$ cat src/rtl/gcd_rr_scheduler.sv
// Purpose: shares one GCD engine among N_REQ requesters using round-robin arbitration.
// Latency: accept to RSP_VALID is k+2 cycles (engine DONE k cycles after START); 1 cycle for a zero-operand job.
// Backpressure: one job in flight; REQ_READY only pulses in IDLE, so requests made while BUSY wait there.
module gcd_rr_scheduler #(
  parameter int N_REQ   = 4,
  parameter int WIDTH   = 8,
  parameter int TIMEOUT = 511
) (
  input  logic                   CLK,
  input  logic                   RST,
  input  logic [N_REQ-1:0]       REQ_VALID,
  input  logic [N_REQ*WIDTH-1:0] REQ_A,
  input  logic [N_REQ*WIDTH-1:0] REQ_B,
  output logic [N_REQ-1:0]       REQ_READY,
  output logic [N_REQ-1:0]       RSP_VALID,
  output logic [WIDTH-1:0]       RSP_Y,
  output logic                   RSP_ERROR,
  output logic                   BUSY,
  output logic                   ENG_START,
  output logic [WIDTH-1:0]       ENG_A,
  output logic [WIDTH-1:0]       ENG_B,
  input  logic                   ENG_DONE,
  input  logic [WIDTH-1:0]       ENG_Y,
  input  logic                   ENG_ERROR
);

  localparam int PW = $clog2(N_REQ);
  localparam int CW = $clog2(TIMEOUT + 1);

  typedef enum logic [1:0] {S_IDLE, S_LAUNCH, S_WAIT, S_RESP} state_t;

  state_t          state;
  state_t          state_nxt;
  logic [PW-1:0]   ptr;
  logic [PW-1:0]   owner;
  logic [PW-1:0]   win_idx;
  logic [PW-1:0]   cand;
  logic            found;
  logic [WIDTH-1:0] sel_a;
  logic [WIDTH-1:0] sel_b;
  logic            zero_op;
  logic [CW-1:0]   count;
  logic [CW-1:0]   count_inc;
  logic            timeout_hit;

  // Round-robin search: first pending requester at ptr, ptr+1, ... modulo N_REQ.
  always_comb begin
    found   = 1'b0;
    win_idx = '0;
    cand    = '0;
    for (int i = 0; i < N_REQ; i++) begin
      cand = PW'((int'(ptr) + i) % N_REQ);
      if (!found && REQ_VALID[cand]) begin
        found   = 1'b1;
        win_idx = cand;
      end
    end
  end

  // Winner's operands, zero-operand detection and the WAIT timeout comparison.
  always_comb begin
    sel_a       = REQ_A[win_idx*WIDTH +: WIDTH];
    sel_b       = REQ_B[win_idx*WIDTH +: WIDTH];
    zero_op     = (sel_a == '0) || (sel_b == '0);
    count_inc   = count + CW'(1);
    timeout_hit = (count_inc == CW'(TIMEOUT));
  end

  // State register.
  always_ff @(posedge CLK) begin
    if (RST) begin
      state <= S_IDLE;
    end else begin
      state <= state_nxt;
    end
  end

  // Next-state and handshake outputs; READY is held low while reset is asserted.
  always_comb begin
    state_nxt = state;
    REQ_READY = '0;
    RSP_VALID = '0;
    ENG_START = 1'b0;
    BUSY      = (state != S_IDLE);
    case (state)
      S_IDLE: begin
        if (found && !RST) begin
          REQ_READY[win_idx] = 1'b1;
          state_nxt          = zero_op ? S_RESP : S_LAUNCH;
        end
      end
      S_LAUNCH: begin
        ENG_START = 1'b1;
        state_nxt = S_WAIT;
      end
      S_WAIT: begin
        if (ENG_DONE || timeout_hit) begin
          state_nxt = S_RESP;
        end
      end
      S_RESP: begin
        RSP_VALID[owner] = 1'b1;
        state_nxt        = S_IDLE;
      end
      default: state_nxt = S_IDLE;
    endcase
  end

  // Job datapath: operand latch, owner, timeout counter, result capture and pointer update.
  always_ff @(posedge CLK) begin
    if (RST) begin
      ptr       <= '0;
      owner     <= '0;
      count     <= '0;
      ENG_A     <= '0;
      ENG_B     <= '0;
      RSP_Y     <= '0;
      RSP_ERROR <= 1'b0;
    end else begin
      case (state)
        S_IDLE: begin
          if (found) begin
            ENG_A <= sel_a;
            ENG_B <= sel_b;
            owner <= win_idx;
            if (zero_op) begin
              RSP_Y     <= '0;
              RSP_ERROR <= 1'b1;
            end
          end
        end
        S_LAUNCH: count <= '0;
        S_WAIT: begin
          count <= count_inc;
          // A DONE arriving on the timeout cycle still returns the engine's answer.
          if (ENG_DONE) begin
            RSP_Y     <= ENG_Y;
            RSP_ERROR <= ENG_ERROR;
          end else if (timeout_hit) begin
            RSP_Y     <= '0;
            RSP_ERROR <= 1'b1;
          end
        end
        S_RESP: ptr <= (owner == PW'(N_REQ - 1)) ? '0 : owner + PW'(1);
        default: ;
      endcase
    end
  end

endmodule

$ cat config.mk
export PLATFORM = sky130hd
export DESIGN_NAME = gcd_rr_scheduler
export DESIGN_NICKNAME = d
export VERILOG_FILES = /design/src/rtl/gcd_rr_scheduler.sv
export SDC_FILE = /design/constraint.sdc
export NUM_CORES = 1
export LEC_CHECK = 0
export CORE_ASPECT_RATIO = 0.9
export CORE_MARGIN = 3
export CORE_UTILIZATION = 42
export DETAILED_ROUTE_END_ITERATION = 16
export GPL_ROUTABILITY_DRIVEN = 0
export GPL_TIMING_DRIVEN = 0
export PLACE_DENSITY_LB_ADDON = 0.08
export SLEW_MARGIN = 20
export SYNTH_ARGS = -nofsm -noshare
export SYNTH_HDL_FRONTEND = slang
export SYNTH_SLANG_ARGS = --single-unit
$ cat constraint.sdc
create_clock -name CLK -period 2.7 [get_ports CLK]
set_input_delay 0.27 -clock CLK [delete_from_list [all_inputs] [get_ports CLK]]
set_output_delay 0.27 -clock CLK [all_outputs]
set_load 0.02 [all_outputs]
After elaboration in Yosys (flattened, before gate mapping)
Cells that the tools add are included.

operators by class
  equal/unequal tests = 10
  add/subtract/negate cells = 5
  mux-type cells = 40
  reduce and logical (&&, ||, !) cells = 21
  shifts and indexed selects = 2
  magnitude comparators = 8

operators with widths
  kind                   count
  $shiftx A32 B6 Y8      2
  $mux W8                4
  $lt A2 B3 Y1 const B   6
  $pmux W9 S2            1
  $logic_not A8 Y1       2
  $mux W2                8
  $pmux W8 S2            1
  $mux W1                15
  $mux W4                3
  $add A9 B1 Y9 const B  1
  $eq A9 B9 Y1 const B   1
  $bmux W1 S2            4
  $ne A2 B2 Y1 const B   4
  $pmux W2 S4            1
  $eq A2 B2 Y1 const B   3
  $logic_and A1 B1 Y1    6
  $reduce_bool A2 Y1     3
  $add A2 B1 Y2 const B  2
  $add A2 B2 Y2 const B  2
  $demux W1 S2           2
  $ge A2 B1 Y1 const B   2
  $logic_not A1 Y1       4
  $reduce_and A2 Y1      2
  $reduce_and A4 Y1      1
  5 further kinds        6

word-level totals
  output and inout port bits = 35
  input bits = 80
  register bits after elaboration = 40
  logic and storage cells = 94

Logic depth before layout (Yosys ltp)
  depth in word-level cells = 18
  depth in mapped cells = 11
  depth with buffers taken out = 9

Least setup slack after synthesis
Ideal clock, no wire load.

  path kind = register to register
  start point = register ptr[1]
  end point = register state[1]
  period minus slack after synthesis = 2.388 ns
  setup slack = 0.312 ns
  buffers on the path = 1
  data arrival time = 2.293 ns
  cell stages (with the launch flop) = 10
  cell sequence = dfxtp_1 > nand2_1 > a211o_1 > buf_2 > and3_1 > a211oi_1 > o22ai_1 > o41ai_2 > nor2_2 > o41ai_2

between the ends
  word-level cells in the longest chain between the ends = 18
  elaborated cells between the ends (all ways) = 36
  those cells by class = add/sub: 3; eq/ne: 1; shift: 2; mux: 19; reduce/logical: 11

ends and longest elaborated chain
  what                                                                    RTL line  text
  start: declaration                                                      34        logic [PW-1:0] ptr;
  start signal: assignment                                                144       S_RESP: ptr <= (owner == PW'(N_REQ - 1)) ? '0 : owner + PW'(1);
  parallel branches: the longest is 18 deep, another holds $add A2 B1 Y2  -
  end signal: assignment                                                  74        state <= state_nxt;
  end: declaration                                                        32        state_t state;

Parallel ways; which one is timed is not known. The select of a mux whose other input is x is not followed.
A chain may end at the register's enable or synchronous reset.

Worst setup path in the final report
  start point = register ptr[0]
  end point = output REQ_READY[1]

between the ends
  word-level cells in the longest chain between the ends = 18
  elaborated cells between the ends (all ways) = 33
  those cells by class = add/sub: 3; order compare: 2; mux: 20; reduce/logical: 8

ends and longest elaborated chain
  what                                                                   RTL line  text
  parallel branches: the longest is 16 deep, another holds $lt A2 B3 Y1  -
  $mux W4 (*)                                                            87        if (found && !RST) begin
  $mux W4 (*)                                                            85        case (state)
  end: declaration                                                       14        output logic [N_REQ-1:0] REQ_READY,

Mark *: on every way between the ends. The select of a mux whose other input is x is not followed.

==> out/summary.txt <==
status -> complete, no violations
Initial Util -> 44.6%
met3 WL post-DR -> 554 um
startpoint type of the worst setup path -> flop
Slew @ Worst Pin -> 672 ps
vias per std cell -> 5.71
ant diodes -> 0
post-synthesis mux area share -> 0.770%
CTS tree -> yes
post-synth design cell area -> 0.00260 mm^2
Synth top area share -> 30.8%
DPL Wire Length -> 6.62 mm
sequential fraction of the synthesis area -> 30.8%
CTS Sinks -> 40
synthesized area per cell -> 7.28 um^2
largest net degree at the start of global routing -> 18
first-iteration detailed-routing DRC count -> 148
io pins -> 115
ys async rst share -> 0%
crit share post-route -> 97.9%
synth cell count leaders -> 47 x nand3_1, 40 x dfxtp_1, 35 x nand2_1
Tmin final -> 2640 ps
Total GRT Usage -> 24.9%
chip width -> 88.9 um
Worst EP required -> 2430 ps
CTS clk-pin slew, worst paths -> 70 ps
PwrDens -> 636 mW/mm^2
grt ovf -> 0
f_max -> 378 MHz
worst hold path class -> input pin to flop
Fin Clk Skew -> 2.83 ps
Setup Crit Path Kind -> flop to output pin
simple-gate area share of the yosys netlist -> 32.5%
Worst VDD drop -> 0.386 mV
die area -> 0.00717 mm^2
Antenna Nets Post-Route -> 0
Non-Filler Instances -> 553
Synth Area in XOR/XNOR -> 0.674%
cell taking the most area after synthesis -> dfxtp_1
Critical Path End Type -> output pin
Worst-Skew Late Latency -> 290 ps
EDFF count, synth -> 0
final setup vio count -> 0
fin. max-slew vios -> 0
Area growth syn-to-layout -> 59.7%
post-synthesis cell count -> 357
Max Used Layer -> met4
synth unique cells -> 43
via count -> 3155
final setup TNS -> 0 ps
main combinational cell family by area after synthesis -> simple AND/OR/NAND/NOR gates
number of global-route vias before repair -> 3058
Floorplan Core Area -> 0.00582 mm^2
Root Buffer -> clkbuf_8
Syn. warnings -> 0
routed wl met2 -> 4.37 mm
Placed Cells incl. Taps -> 539
Main synth FF type -> dfxtp_1
final net count -> 572
worst-path fanout max -> 10
H-tree levels -> 2
Residual DRC -> 0
die height -> 80.6 um
share of cells above drive strength 1 -> 12.2%
Slew headroom -> 55.0%
cell with the most instances after synthesis -> nand3_1
top cells by area, synth -> dfxtp_1 31%, nand3_1 9.1%, a21oi_1 6.0%
post-synthesis compound-gate area fraction -> 25.2%
P_leak -> 1.57 nW
# hold bufs at CTS -> 0
met1 WL -> 3.78 mm
Seq cells post-synth -> 40
Std-Cell Rows -> 26
first-pass GRT wire length -> 14.2 mm
area share of fa/ha/maj cells after synthesis -> 4.81%
Max Cap Violations -> 0
routed length per instance -> 16.1 um
CTS buffer count -> 5
initial antenna violation count -> 0
Max clock buf depth -> 2
Buffers on Ports -> 112
Fin. Hold Viols -> 0
drt first pass iters -> 4
CP arrival -> 2370 ps
final WL -> 8.92 mm
Post-Syn Nets -> 447
-- report_power, final --
group | internal, mW | leakage [nW] | switching (mW)
Clock | 0.209 | 0.0455 | 0.206
Sequential | 0.697 | 0.328 | 0.0740
Combinational | 0.616 | 1.20 | 0.837
-- path summary, 6_finish.rpt --
path | start | endpoint | slack, ps | cells past startpoint
max reg2reg | ptr[0] | RSP_ERROR | 60 | 11
min reg2reg | ENG_B[4] | ENG_B[4] | 460 | 2
min | ENG_DONE | RSP_Y[5] | 430 | 3
max | ptr[0] | REQ_READY[1] | 60 | 7
-- area by class of cell --
| class | instances | area [um^2] |
|---|---|---|
| inverter | 10 | 37.5 |
| multi-input combinational | 283 | 1840 |
| clock buffer | 8 | 90.1 |
| buffer | 23 | 125 |
| sequential | 40 | 806 |
| timing repair buffer | 119 | 1170 |
| tap | 70 | 87.6 |
| fill | 512 | 1670 |
-- critical path, cell delays in order (launching register included) --
cell and delay [ps]:
dfxtp_2 390, nor2b_2 90, o21ba_1 240, a211o_1 300, clkbuf_4 210, buf_4 200, nor4_1 240, dlygate4sd2_1 400
-- repair_timing --
item | CTS | global route
resized for setup | 44 | 19
hold endpoints to repair | 0 | 0
pin swaps | 4 | 3
endpoints found under the setup margin | 14 | 12
setup buffers | 5 | 2
-- cell families (layout without fill, tap and decap cells) --
kind of cell               after synthesis  in the layout
and+or+nand+nor                        169            169
AOI/OAI and AO/OA                      100            100
DFF                                     40             40
buffers and inverters                   34            160
adders and majority gates               10             10
xor gates and xnor gates                 2              2
muxes                                    2              2
-- placed cells by master (no fill, tap or decap), drive strengths merged, types with 4 or more instances in the layout --
cell,instances
clkdlybuf4s50,104
nand3,47
dfxtp,40
nand2,35
a21oi,31
nor2,26
clkbuf,24
o21ai,20
a211oi,18
and3,16
buf,14
o22ai,13
nor3,11
ha,10
inv,9
nand4,8
and2,7
nor4,6
dlygate4sd2,5
nand2b,4
a22oi,4
nor2b,4
-- through the flow --
step | instance area, um^2 | util (%) | worst slack, ps | power, mW | hold slack [ps]
floorplan | 2600 | - | 312 | 1.58 | 434
global placement | 3810 | 65.4 | -553 | 2.09 | 443
detailed placement | 3810 | 65.4 | -566 | 2.12 | 453
CTS | 4070 | 69.8 | 0.856 | 2.60 | 419
global route | 4150 | 71.3 | -58.4 | 2.81 | 464
finish | 4150 | 71.3 | 56.0 | 2.64 | 429
-- per-layer routing --
metal / GRT usage, % / vias to the layer above
met5: 0 / -
met3: 4.31 / 21
met4: 8.91 / 0
met1: 31.8 / 1473
li1: - / 1562
met2: 41.7 / 99
-- flip-flops by register name (all words and copies together), names as in the netlist --
name	cells
ptr	2
ENG_B	8
count	9
RSP_Y	8
owner	2
ENG_A	8
RSP_ERROR	1
state	2
Note: power is estimated with default switching activity, not from simulation.
